`src/rtl/ula_issue_ctrl.sv`:
```
// Issue/sequencing controller for the ulaCore datapath.
// Accepts one ALU instruction at a time and hands the result to write-back.
module ula_issue_ctrl #(
    parameter int DATA_W = 32,
    parameter int REG_AW = 5
) (
    input  logic              clock,
    input  logic              reset,
    input  logic              instr_valid,
    output logic              instr_ready,
    input  logic [31:0]       instr,
    output logic              rf_rd_en,
    output logic [REG_AW-1:0] rf_rs_addr,
    output logic [REG_AW-1:0] rf_rt_addr,
    input  logic [DATA_W-1:0] rf_rs_data,
    input  logic [DATA_W-1:0] rf_rt_data,
    output logic [4:0]        alu_op,
    output logic [1:0]        alu_in1_sel,
    output logic              alu_in2_sel,
    output logic [DATA_W-1:0] alu_rt,
    output logic [DATA_W-1:0] alu_rs,
    output logic [15:0]       alu_imm,
    output logic [DATA_W-1:0] alu_ext_imm,
    output logic [4:0]        alu_shamt,
    input  logic [DATA_W-1:0] alu_result,
    input  logic              alu_zero,
    output logic              wb_valid,
    input  logic              wb_ready,
    output logic              wb_we,
    output logic [REG_AW-1:0] wb_addr,
    output logic [DATA_W-1:0] wb_data,
    output logic              wb_zero,
    output logic              illegal
);

    typedef enum logic [1:0] {
        IDLE,
        DECODE,
        EXEC,
        WB
    } state_t;

    typedef struct packed {
        logic              legal;
        logic [4:0]        op;
        logic [1:0]        sel1;
        logic              sel2;
        logic [REG_AW-1:0] dest;
    } dec_t;

    state_t state;
    dec_t   dec_now;
    dec_t   dec_q;
    logic [15:0] imm_q;

    function automatic dec_t decode(input logic [31:0] iw);
        dec_t d;
        d       = '0;
        d.legal = 1'b1;
        if (iw[31:26] == 6'h00) begin
            d.dest = REG_AW'(iw[15:11]);
            case (iw[5:0])
                6'h00: begin d.op = 5'd0;  d.sel2 = 1'b1; end
                6'h02: begin d.op = 5'd1;  d.sel2 = 1'b1; end
                6'h03: begin d.op = 5'd2;  d.sel2 = 1'b1; end
                6'h04: d.op = 5'd3;
                6'h06: d.op = 5'd4;
                6'h07: d.op = 5'd5;
                6'h20, 6'h21: d.op = 5'd6;
                6'h22, 6'h23: d.op = 5'd7;
                6'h24: d.op = 5'd8;
                6'h25: d.op = 5'd9;
                6'h26: d.op = 5'd10;
                6'h27: d.op = 5'd11;
                6'h2A: d.op = 5'd12;
                6'h2B: d.op = 5'd13;
                default: d.legal = 1'b0;
            endcase
        end else begin
            d.dest = REG_AW'(iw[20:16]);
            case (iw[31:26])
                6'h08, 6'h09: begin d.op = 5'd6;  d.sel1 = 2'b01; end
                6'h0A: begin d.op = 5'd12; d.sel1 = 2'b01; end
                6'h0B: begin d.op = 5'd13; d.sel1 = 2'b01; end
                6'h0C: begin d.op = 5'd8;  d.sel1 = 2'b10; end
                6'h0D: begin d.op = 5'd9;  d.sel1 = 2'b10; end
                6'h0E: begin d.op = 5'd10; d.sel1 = 2'b10; end
                6'h0F: begin d.op = 5'd14; d.sel1 = 2'b10; end
                default: d.legal = 1'b0;
            endcase
        end
        return d;
    endfunction

    assign dec_now = decode(instr);

    // Register file data is only meaningful the cycle after the read strobe.
    assign alu_rs = (state == EXEC) ? rf_rs_data : '0;
    assign alu_rt = (state == EXEC) ? rf_rt_data : '0;

    always_ff @(posedge clock) begin
        if (reset) begin
            state       <= IDLE;
            instr_ready <= 1'b1;
            dec_q       <= '0;
            imm_q       <= '0;
            rf_rd_en    <= 1'b0;
            rf_rs_addr  <= '0;
            rf_rt_addr  <= '0;
            illegal     <= 1'b0;
            alu_op      <= '0;
            alu_in1_sel <= '0;
            alu_in2_sel <= 1'b0;
            alu_imm     <= '0;
            alu_ext_imm <= '0;
            alu_shamt   <= '0;
            wb_valid    <= 1'b0;
            wb_we       <= 1'b0;
            wb_addr     <= '0;
            wb_data     <= '0;
            wb_zero     <= 1'b0;
        end else begin
            case (state)
                IDLE: begin
                    if (instr_valid) begin
                        state       <= DECODE;
                        instr_ready <= 1'b0;
                        dec_q       <= dec_now;
                        imm_q       <= instr[15:0];
                        rf_rs_addr  <= REG_AW'(instr[25:21]);
                        rf_rt_addr  <= REG_AW'(instr[20:16]);
                        rf_rd_en    <= dec_now.legal;
                        illegal     <= ~dec_now.legal;
                    end
                end
                DECODE: begin
                    rf_rd_en <= 1'b0;
                    illegal  <= 1'b0;
                    if (dec_q.legal) begin
                        state       <= EXEC;
                        alu_op      <= dec_q.op;
                        alu_in1_sel <= dec_q.sel1;
                        alu_in2_sel <= dec_q.sel2;
                        alu_imm     <= imm_q;
                        alu_ext_imm <= {{(DATA_W-16){imm_q[15]}}, imm_q};
                        alu_shamt   <= imm_q[10:6];
                    end else begin
                        state       <= IDLE;
                        instr_ready <= 1'b1;
                    end
                end
                EXEC: begin
                    state       <= WB;
                    wb_valid    <= 1'b1;
                    wb_data     <= alu_result;
                    wb_zero     <= alu_zero;
                    wb_addr     <= dec_q.dest;
                    wb_we       <= (dec_q.dest != '0);
                    alu_op      <= '0;
                    alu_in1_sel <= '0;
                    alu_in2_sel <= 1'b0;
                    alu_imm     <= '0;
                    alu_ext_imm <= '0;
                    alu_shamt   <= '0;
                end
                WB: begin
                    if (wb_ready) begin
                        state       <= IDLE;
                        wb_valid    <= 1'b0;
                        instr_ready <= 1'b1;
                    end
                end
                default: begin
                    state       <= IDLE;
                    instr_ready <= 1'b1;
                end
            endcase
        end
    end

endmodule

```
`config.mk`:
```
export PLATFORM = sky130hd
export DESIGN_NAME = ula_issue_ctrl
export DESIGN_NICKNAME = d
export VERILOG_FILES = /design/src/rtl/ula_issue_ctrl.sv
export SDC_FILE = /design/constraint.sdc
export NUM_CORES = 1
export LEC_CHECK = 0
export ABC_AREA = 1
export BUFFER_PORTS_ARGS = -buffer_cell sky130_fd_sc_hd__buf_2
export CAP_MARGIN = 20
export CORE_AREA = 2 2 120 122
export CTS_CLUSTER_SIZE = 20
export DETAILED_ROUTE_END_ITERATION = 16
export DIE_AREA = 0 0 122 124
export PLACE_DENSITY = 0.7
export SYNTH_ARGS = -nofsm -noshare
export SYNTH_HDL_FRONTEND = slang
export SYNTH_SLANG_ARGS = --single-unit
```
`constraint.sdc`:
```
create_clock -name clock -period 1.7 [get_ports clock]
set_clock_uncertainty 0.15 [all_clocks]
set_input_delay 0.085 -clock clock [delete_from_list [all_inputs] [get_ports clock]]
set_output_delay 0.085 -clock clock [all_outputs]
set_load 0.01 [all_outputs]
```
# --- Word-level counts from Yosys, hierarchy flattened ---
# Index checks and enable logic that the tools add are counted.
op_classes:
  eq_ne: 30
  mux: 37
  bitwise: 1
  reduce_logical: 20
op_table:
  columns: ["operator", "n"]
  rows:
  - ["$mux W32", 3]
  - ["$pmux W32 S2", 1]
  - ["$eq A6 B6 Y1 const B", 10]
  - ["$pmux W4 S13", 1]
  - ["$eq A6 B4 Y1 const B", 8]
  - ["$pmux W6 S7", 1]
  - ["$pmux W16 S2", 1]
  - ["$pmux W5 S2", 2]
  - ["$eq A6 B3 Y1 const B", 3]
  - ["$mux W16", 1]
  - ["$reduce_or A16 Y1", 1]
  - ["$mux W5", 3]
  - ["$eq A6 B2 Y1 const B", 2]
  - ["$logic_not A6 Y1", 2]
  - ["$mux W1", 11]
  - ["$mux W2", 5]
  - ["$reduce_and A2 Y1", 5]
  - ["$ne A2 B2 Y1 const B", 4]
  - ["$pmux W1 S2", 4]
  - ["$pmux W2 S4", 1]
  - ["$reduce_or A8 Y1", 1]
  - ["$mux W6", 1]
  - ["$reduce_bool A2 Y1", 3]
  - ["$reduce_or A2 Y1", 3]
  - ["other kinds (10)", 11]
totals:
  regBits: 146
  inputBits: 133
  elab_cells: 111

# --- Depth between registers and ports, before layout ---
# Gate-level depths: netlist of the first run.
depth:
  depth_word: 7
  mapped_depth: 10

# --- Worst setup path before layout of the first run ---
# No wires, ideal clock.
synth_timing:
  kind: "reg2out"
  from: "register (tool-made name)"
  to: "output port alu_rt[21]"
  arrival_time_ns: 1.228
  required_ns: 1.465
  slack_ns: 0.237
  path_stages_with_launch: 7
  cell_sequence: "dfxtp_1 inv_2 nor2_4 inv_2 buf_2 buf_4 nor2_1"
synth_rtl:
  columns: ["item", "line_no", "rtl"]
  rows:
  - ["end: declaration", "20", "output logic [DATA_W-1:0] alu_rt,"]

==> impl_summary.md, run 1 <==
Floorplan
between 300 and 400 I/O pins were placed. After floorplanning, the core was sized to cover ~0.014 mm2. The die is ~120 um tall. For this configuration, the core starts out at a cell density of 35.35%. The number of placement rows is 43. The horizontal die dimension is 122 um.

The overall die area is 0.01513 mm2.

Worst setup path
For the worst flop-to-flop path, the logic depth is 6. The critical path capture point type is an output pin. In this run the worst path has a maximum fanout of 12. For the worst setup path, the data arrival time is ~1.4 ns.

The capturing point of the worst reg2reg path is dec_q[4]. The classification of the worst setup path is reg -> out. The critical path launch point type is a register. The critical path required time is between 1 and 1.5 ns. In this run the register-to-register setup slack is 0.16 ns.

STA
Dividing the final minimum period by the clock period gives between 90% and 100%. On the final layout, the worst hold slack is -0.001582 ns. The clock period could shrink to roughly 1.6 ns.

The number of failing hold endpoints at the final stage is 1. Static timing analysis puts the maximum clock frequency at between 600 and 700 MHz. Setup repair after global routing could not meet its margin everywhere. The number of pins with negative max-slew slack in the final report was 0. The final setup violation count is 0.

Detailed routing
The total wirelength of the detailed-routed design is around 17 mm. The remaining antenna violation count after routing is 0. The violation count after the first detailed-routing iteration is 364. The first detailed-routing pass took 5 iterations. The routed wirelength normalized by instance count is roughly 14 um. The number of vias per cell is between 4 and 5. The number of design rule violations left after detail routing is 0.

The vias after detailed routing is 5564.

Cells and area
Compared with the post-synthesis result, the final layout area differs by 52.73%. 0 antenna diodes ended up in the layout. For this run, the post-layout net count is about 1.2k. The multi-input combinational cell area is 0.001947 mm2.

The total area of sequential cells is between 0.002 and 0.0025 mm2. The count of fill cells added during filler insertion is around 1.3k. The count of placed standard cells in the final layout, fillers left out is between 1k and 1.5k. The post-route netlist has around 36% of its cells at a drive strength greater than 1.

Hold path
The tightest min-delay check is of the in -> reg type. The endpoint of the worst hold-timing path is wb_data[1]. The number of instances on the worst hold path is 4. The worst hold path begins at reset.

Synth
The total of warnings raised by yosys is 0. The proportion of synthesized chip area in sequential cells is between 40% and 50%. The cell count after synthesis is approximately 710.

The number of nets handed over by synthesis was 840. The area share of the largest cell type after synthesis is approximately 44%. In this run the cell area of the synthesized design comes to approximately 0.0048 mm2. Counting flops and latches in the post-synthesis netlist gives between 100 and 150. Of all flip-flops after synthesis, the portion carrying an async set or reset was 0%. The number of distinct library cell variants in the gate-level netlist after synthesis is 28. The mean instance size in the synthesized netlist is 6.859 um2. Yosys instantiated no cell more often than sky130_fd_sc_hd__nor2_1. The number of enable flip-flop cells after synthesis is 0. The most used flip-flop cell after synthesis is sky130_fd_sc_hd__dfxtp_1. In the post-synthesis netlist, the biggest area contributors are sky130_fd_sc_hd__dfxtp_1 (44%), sky130_fd_sc_hd__nor2_1 (15%), sky130_fd_sc_hd__o21ai_0 (7.3%). Summed over all instances, the cell type with the most area after synthesis is sky130_fd_sc_hd__dfxtp_1. After synthesis, the most frequently instantiated cells are sky130_fd_sc_hd__nor2_1 (193), sky130_fd_sc_hd__dfxtp_1 (107), sky130_fd_sc_hd__inv_1 (86).

Global route
The all-layer global routing usage is 20.68%. The via count of the first global-routing pass is around 5k. For this run the aggregate overflow at the end of global routing stands at 0. The number of antenna violations at the first check in global routing is 0. Entering global routing, the biggest net connects 53 pins. The first-pass GRT wire length is approximately 25 mm.

Clocking
The number of buffers on the longest clock path is 2. Clock-pin slew was measured on the worst setup and hold paths at around 0.070 ns. Clock latency on the worst-skew pair, taken at its later pin, is between 0.3 and 0.4 ns. The clock tree synthesis step divided the H-tree into 3 levels. TritonCTS created 9 clock buffers. TritonCTS built the clock tree. Clock tree synthesis found a total of 107 sinks. The clock tree root driver cell is sky130_fd_sc_hd__clkbuf_16.

Placed design
The quantity of I/O buffers inserted on ports is 309. The congestion estimate from routability-driven global placement came to slightly above 0.8. Once detailed placement completed, the half-perimeter wirelength came to between 10 and 15 mm. Including well taps, the total number of placed cells is between 1k and 1.5k.

Status
The flow ran to the end, but the final reports show violations. The checks that failed: hold timing.

Pwr
The power per standard cell area is 708.0 mW/mm2. The leakage power summed over all cells is between 0.004 and 0.005 uW. IR analysis of the VDD net gives a maximum drop of ~0.52 mV.

The post-route total power is 5244 uW.

Flow run
Max-cap violations in this run came to 0.
## report_power, final
group	total, uW	switching, uW	leakage, uW	internal [uW]
Combinational	699	357	0.00319	341
Sequential	2630	42.0	0.000872	2580
Clock	1920	922	0.000123	997
Total	5240	1320	0.00418	3920
## area by class of cell
cell class / instances / area share [%]
multi-input cells: 432 / 26.28
well taps: 180 / 3.041
clock buffers: 12 / 3.193
inverters: 91 / 4.713
flip-flops and latches: 107 / 28.99
repair buffers: 394 / 33.45
clock inverters: 3 / 0.3378
## flip-flops by register name, summed over array words and instances (netlist names), 2 cells and up, named ones only
name and flops:
alu_in1_sel 2, alu_op 4, dec_q 13, alu_imm 15, imm_q 16, wb_addr 5
wb_data 32, rf_rs_addr 5, rf_rt_addr 5
## worst max-delay path, stage by stage, from the launching register on
cell and delay, ns:
sky130_fd_sc_hd__dfxtp_4 0.35, sky130_fd_sc_hd__inv_2 0.04, sky130_fd_sc_hd__nor2_4 0.13, sky130_fd_sc_hd__inv_6 0.09, sky130_fd_sc_hd__clkbuf_16 0.19, sky130_fd_sc_hd__nor2_1 0.09
sky130_fd_sc_hd__buf_2 0.14
## how the worst max path moves through the flow
| stage | depth (start not counted) | slack [ns] | start | end |
|---|---|---|---|---|
| after floorplan | 6 | 0.24 | register | alu_rt[21] |
| after global placement | 7 | 0.18 | state[0] | dec_q[3] |
| after detailed placement | 8 | 0.11 | state[0] | dec_q[1] |
| after CTS | 8 | 0.02 | instr[31] | dec_q[1] |
| after global routing | 6 | -0.003 | register | alu_rs[19] |
| final | 6 | 0.09 | register | alu_rs[18] |
## cell usage in the layout, fill, tap and decap left out, types with 2 or more instances in the layout
cell	netlist	final
sky130_fd_sc_hd__clkbuf_16	0	11
sky130_fd_sc_hd__nor2_4	3	4
sky130_fd_sc_hd__buf_12	0	3
sky130_fd_sc_hd__dlygate4sd3_1	0	64
sky130_fd_sc_hd__a22oi_1	2	2
sky130_fd_sc_hd__buf_4	40	13
sky130_fd_sc_hd__o22ai_1	2	2
sky130_fd_sc_hd__clkbuf_1	25	3
sky130_fd_sc_hd__a21oi_1	46	46
sky130_fd_sc_hd__inv_2	5	4
sky130_fd_sc_hd__buf_16	0	3
sky130_fd_sc_hd__o21ai_0	71	70
sky130_fd_sc_hd__nand2_2	1	2
sky130_fd_sc_hd__nor3_1	2	2
sky130_fd_sc_hd__nand4_1	2	2
sky130_fd_sc_hd__nand3_1	38	38
sky130_fd_sc_hd__inv_6	0	2
sky130_fd_sc_hd__inv_1	86	85
sky130_fd_sc_hd__dfxtp_1	107	105
sky130_fd_sc_hd__o21ai_1	2	3
sky130_fd_sc_hd__buf_2	10	309
sky130_fd_sc_hd__nand2_1	61	60
sky130_fd_sc_hd__nor2_2	1	16
sky130_fd_sc_hd__nor2_1	193	177
## routing by layer
layer	track usage (%)	up-vias	wire length [um]
met4	6.609	0	310
li1	-	2809	-
met3	4.625	26	1245
met2	33.66	221	7688
met5	0	-	0
met1	27.30	2508	7588
## kinds of logic after synthesis
logic type	count (synthesis)	synth area share [%]
and+or+nand+nor	304	25.41
other	1	0.07733
AOI/OAI and AO/OA	127	13.67
DFF	107	44.17
buffers and inverters	168	16.67
## repair_timing
item                                    CTS  global route
endpoints found under the hold margin    69             0
pin swaps                                 1             4
hold buffers                             64             0
endpoints found under the setup margin   64            36
gates cloned                              2             2
gates resized for setup                   7            22
setup buffers                             4             3
## per-stage QoR
| step | setup TNS (ns) | utilization (%) | instance area (um2) | worst slack (ns) |
|---|---|---|---|---|
| 2_1_floorplan | 0 | - | 4850 | 0.2372 |
| 5_1_grt | -0.003349 | 53.99 | 7407 | -0.003349 |
| 3_3_place_gp | 0 | 45.77 | 6280 | 0.1818 |
| 4_1_cts | 0 | 53.09 | 7283 | 0.02196 |
| 3_5_place_dp | 0 | 45.77 | 6280 | 0.1124 |
| 6_report | 0 | 53.99 | 7407 | 0.08680 |
Power figures use the tool's default switching activity.
==> run 2, diff against run 1 <==
- CTS_BUF_LIST: default -> sky130_fd_sc_hd__clkbuf_16
==> impl_summary.md, run 2 (synthesis gave the netlist of run 1 again) <==
Floorplan
The initial cell density of the core came to 35.35% (unchanged). The core area is 0.01372 mm2 (unchanged). The horizontal die dimension is 122 um (unchanged). The vertical extent of the die is 124 um (unchanged). The total I/O pin count is 311 (unchanged). The number of placement rows is 43 (unchanged). The overall die area is 0.01513 mm2 (unchanged).

Status
The final reports fail on hold timing. The run finished, with violations left.

Global route
The total congestion overflow is 0 (unchanged). The all-layer global routing usage came to 20.68% (unchanged). The number of antenna violations at the first check in global routing was 0 (unchanged). The maximum number of pins on one net before global-route repair is 53 (unchanged). The first-pass GRT wire length is 24.84 mm (unchanged). The via count of the first global-routing pass is 4970 (unchanged).

Cells and area
The flip-flop count of the largest register, all copies and words added is 32 (unchanged). The count of placed standard cells in the final layout, fillers left out was 1219 (unchanged). The most frequent standard cell in the layout excluding fill and tap cells is sky130_fd_sc_hd__buf_2.

The final instance area was 0.007407 mm2 (unchanged). The share of final-layout standard cells stronger than drive strength 1 is 36.00% (unchanged). The layout overhead on the synthesized area came to 52.73% (unchanged). The multi-input combinational cell area is 0.001947 mm2 (unchanged).

The top cell types in the final layout, fill and taps aside, are sky130_fd_sc_hd__buf_2 (309), sky130_fd_sc_hd__nor2_1 (177), sky130_fd_sc_hd__dfxtp_1 (105). In the final layout, the registers with the most flip-flops are wb_data (32), imm_q (16), alu_imm (15). The count of fill cells added during filler insertion is 1320 (unchanged). The total area of sequential cells was 0.002147 mm2 (unchanged). The number of antenna cells inserted was 0 (unchanged). The post-layout net count is 1168 (unchanged). The register with the most flip-flops is wb_data.

Detailed routing
The number of vias per cell is 4.554 (-0.23%). The first-pass detailed-route iteration total is 5 (unchanged). The routed wirelength normalized by instance count is 13.79 um (-0.12%). The vias after detailed routing is 5551 (-0.23%).

The total wirelength of the detailed-routed design is 16.81 mm (-0.12%). The number of design rule violations left after detail routing was 0 (unchanged). The remaining antenna violation count after routing was 0 (unchanged). The violation count after the first detailed-routing iteration is 397 (+9.1%).

Clocking
The latest clock arrival within the worst-skew pair came to 0.34 ns (about the same). The clock buffer count from CTS is 9 (unchanged). The clock-pin transition on the worst setup and hold timing paths was 0.07 ns (about the same).

The number of buffers on the longest clock path is 2 (unchanged). The clock tree root driver cell is sky130_fd_sc_hd__clkbuf_16. The CTS tree is done. The count of clock tree sinks is 107 (unchanged). The H-tree level count was 3 (unchanged).

Worst setup path
The depth of the most critical reg-to-reg path is 6 (unchanged). The critical path required time is 1.46 ns (about the same). The critical path launch point type is a register.

The classification of the worst setup path is reg -> out. The slack of the worst reg-to-reg path is 0.15 ns (about the same). The maximum net fanout on the critical path was 12 (unchanged). The critical path buffer and inverter count came to 4 (unchanged). The critical path capture point type is an output pin.

The biggest cell delay along the critical path was 0.35 ns (about the same). The critical path goes through inv_2 -> nor2_4 -> inv_6 -> clkbuf_16 -> nor2_1 -> buf_2. The data arrival time at the worst-slack endpoint came to 1.38 ns (about the same). The cell family with the largest share of critical-path delay is buffers and inverters. The capturing point of the worst reg2reg path is dec_q[4]. The slowest cell on the critical path is sky130_fd_sc_hd__dfxtp_4.

Pwr
The leakage power summed over all cells is 0.004194 uW (+0.30%). The maximum vdd ir drop is 0.5226 mV (+0.18%). The power per standard cell area is 705.4 mW/mm2 (-0.37%).

STA
Setup repair after global routing could not meet its margin everywhere. The worst-case setup margin in the final layout is 0.08733 ns (+0.0005302 ns). The final critical-path required period was 1.613 ns (-0.0005302 ns). The worst hold slack after final layout is -0.001411 ns (+0.0001708 ns). The number of failing hold endpoints at the final stage is 1 (unchanged). The number of pins with negative max-slew slack in the final report was 0 (unchanged).

The maximum frequency from static timing analysis came to 620.1 MHz (about the same). The final setup violation count is 0 (unchanged). The part of the cycle the worst path needs is 94.86% (about the same).

Hold path
The endpoint of the worst hold-timing path is wb_data[1]. The kind of path behind the tightest hold check is in -> reg. The startpoint identified for the worst hold timing path is reset. The number of instances on the worst hold path came to 4 (unchanged).

Placed design
The post-place instance area came to 0.006280 mm2 (unchanged). The last weighted congestion value of the routability-driven placer is 0.8183 (unchanged). The worst setup slack after placement is 0.1124 ns (unchanged). The HPWL reported at the end of detailed placement is 10.93 mm (unchanged). The quantity of I/O buffers inserted on ports is 309 (unchanged). The instance count after placement with tap cells included is 1129 (unchanged).

Flow run
The count of max-cap constraint violations is 0 (unchanged).
## run 2: cell types whose count changed in the layout (fill, tap and decap cells not counted), sizes merged
cell / previous run / this run
clkbuf: 14 / 11
inv: 92 / 95
## run 2: repair_timing
action | in CTS | in global routing
buffers inserted | 4 | 3
resized for setup | 7 | 22
pin swaps | 1 | 4
endpoints found under the setup margin | 64 | 36
hold buffers | 64 | 0
cloned | 2 | 2
hold endpoints to repair | 69 | 0
## run 2: where the power goes
part | total [uW] | switching (uW) | internal, uW
clock | 1900 | 921 | 979
combinational | 699 | 357 | 341
sequential | 2630 | 42.1 | 2580
total | 5220 | 1320 | 3900
## run 2: how the worst max path moves through the flow
stage	cells past startpoint	slack [ns]	endpoint
after global placement	7	0.18	dec_q[3]
final	6	0.09	alu_rs[18]
after floorplan	6	0.24	alu_rt[21]
after detailed placement	8	0.11	dec_q[1]
after global routing	6	-0.003	alu_rs[19]
after CTS	8	0.02	dec_q[1]
## run 2: area by class of cell
type	count	share of cell area (%)
clock buffers	9	3.041
multi-input cells	432	26.28
well taps	180	3.041
clock inverters	6	0.4899
flip-flops and latches	107	28.99
inverters	91	4.713
repair buffers	394	33.45
## run 2: tightest hold or removal path, cell delays in order
cell and delay, ns:
sky130_fd_sc_hd__buf_2 0.09, sky130_fd_sc_hd__inv_2 0.12, sky130_fd_sc_hd__o21ai_0 0.11, sky130_fd_sc_hd__nor2_1 0.04
## run 2: layer usage
metal / wire, um / GRT usage [%] / share of wire (%) / up-vias
li1: - / - / - / 2809
met1: 7598 / 27.30 / 45 / 2501
met2: 7680 / 33.66 / 46 / 218
met3: 1232 / 4.625 / 7.3 / 23
met4: 301 / 6.609 / 1.8 / 0
met5: 0 / 0 / 0 / -
## run 2: metrics by stage
stage	TNS (ns)	util, %	power (uW)	hold slack, ns
after floorplan	0	-	2951	0.06990
after global placement	0	45.77	3232	0.1566
after detailed placement	0	45.77	3238	0.1630
after CTS	0	53.09	5259	0.0001696
after global routing	-0.003349	53.99	5470	0.01860
final	0	53.99	5225	-0.001411
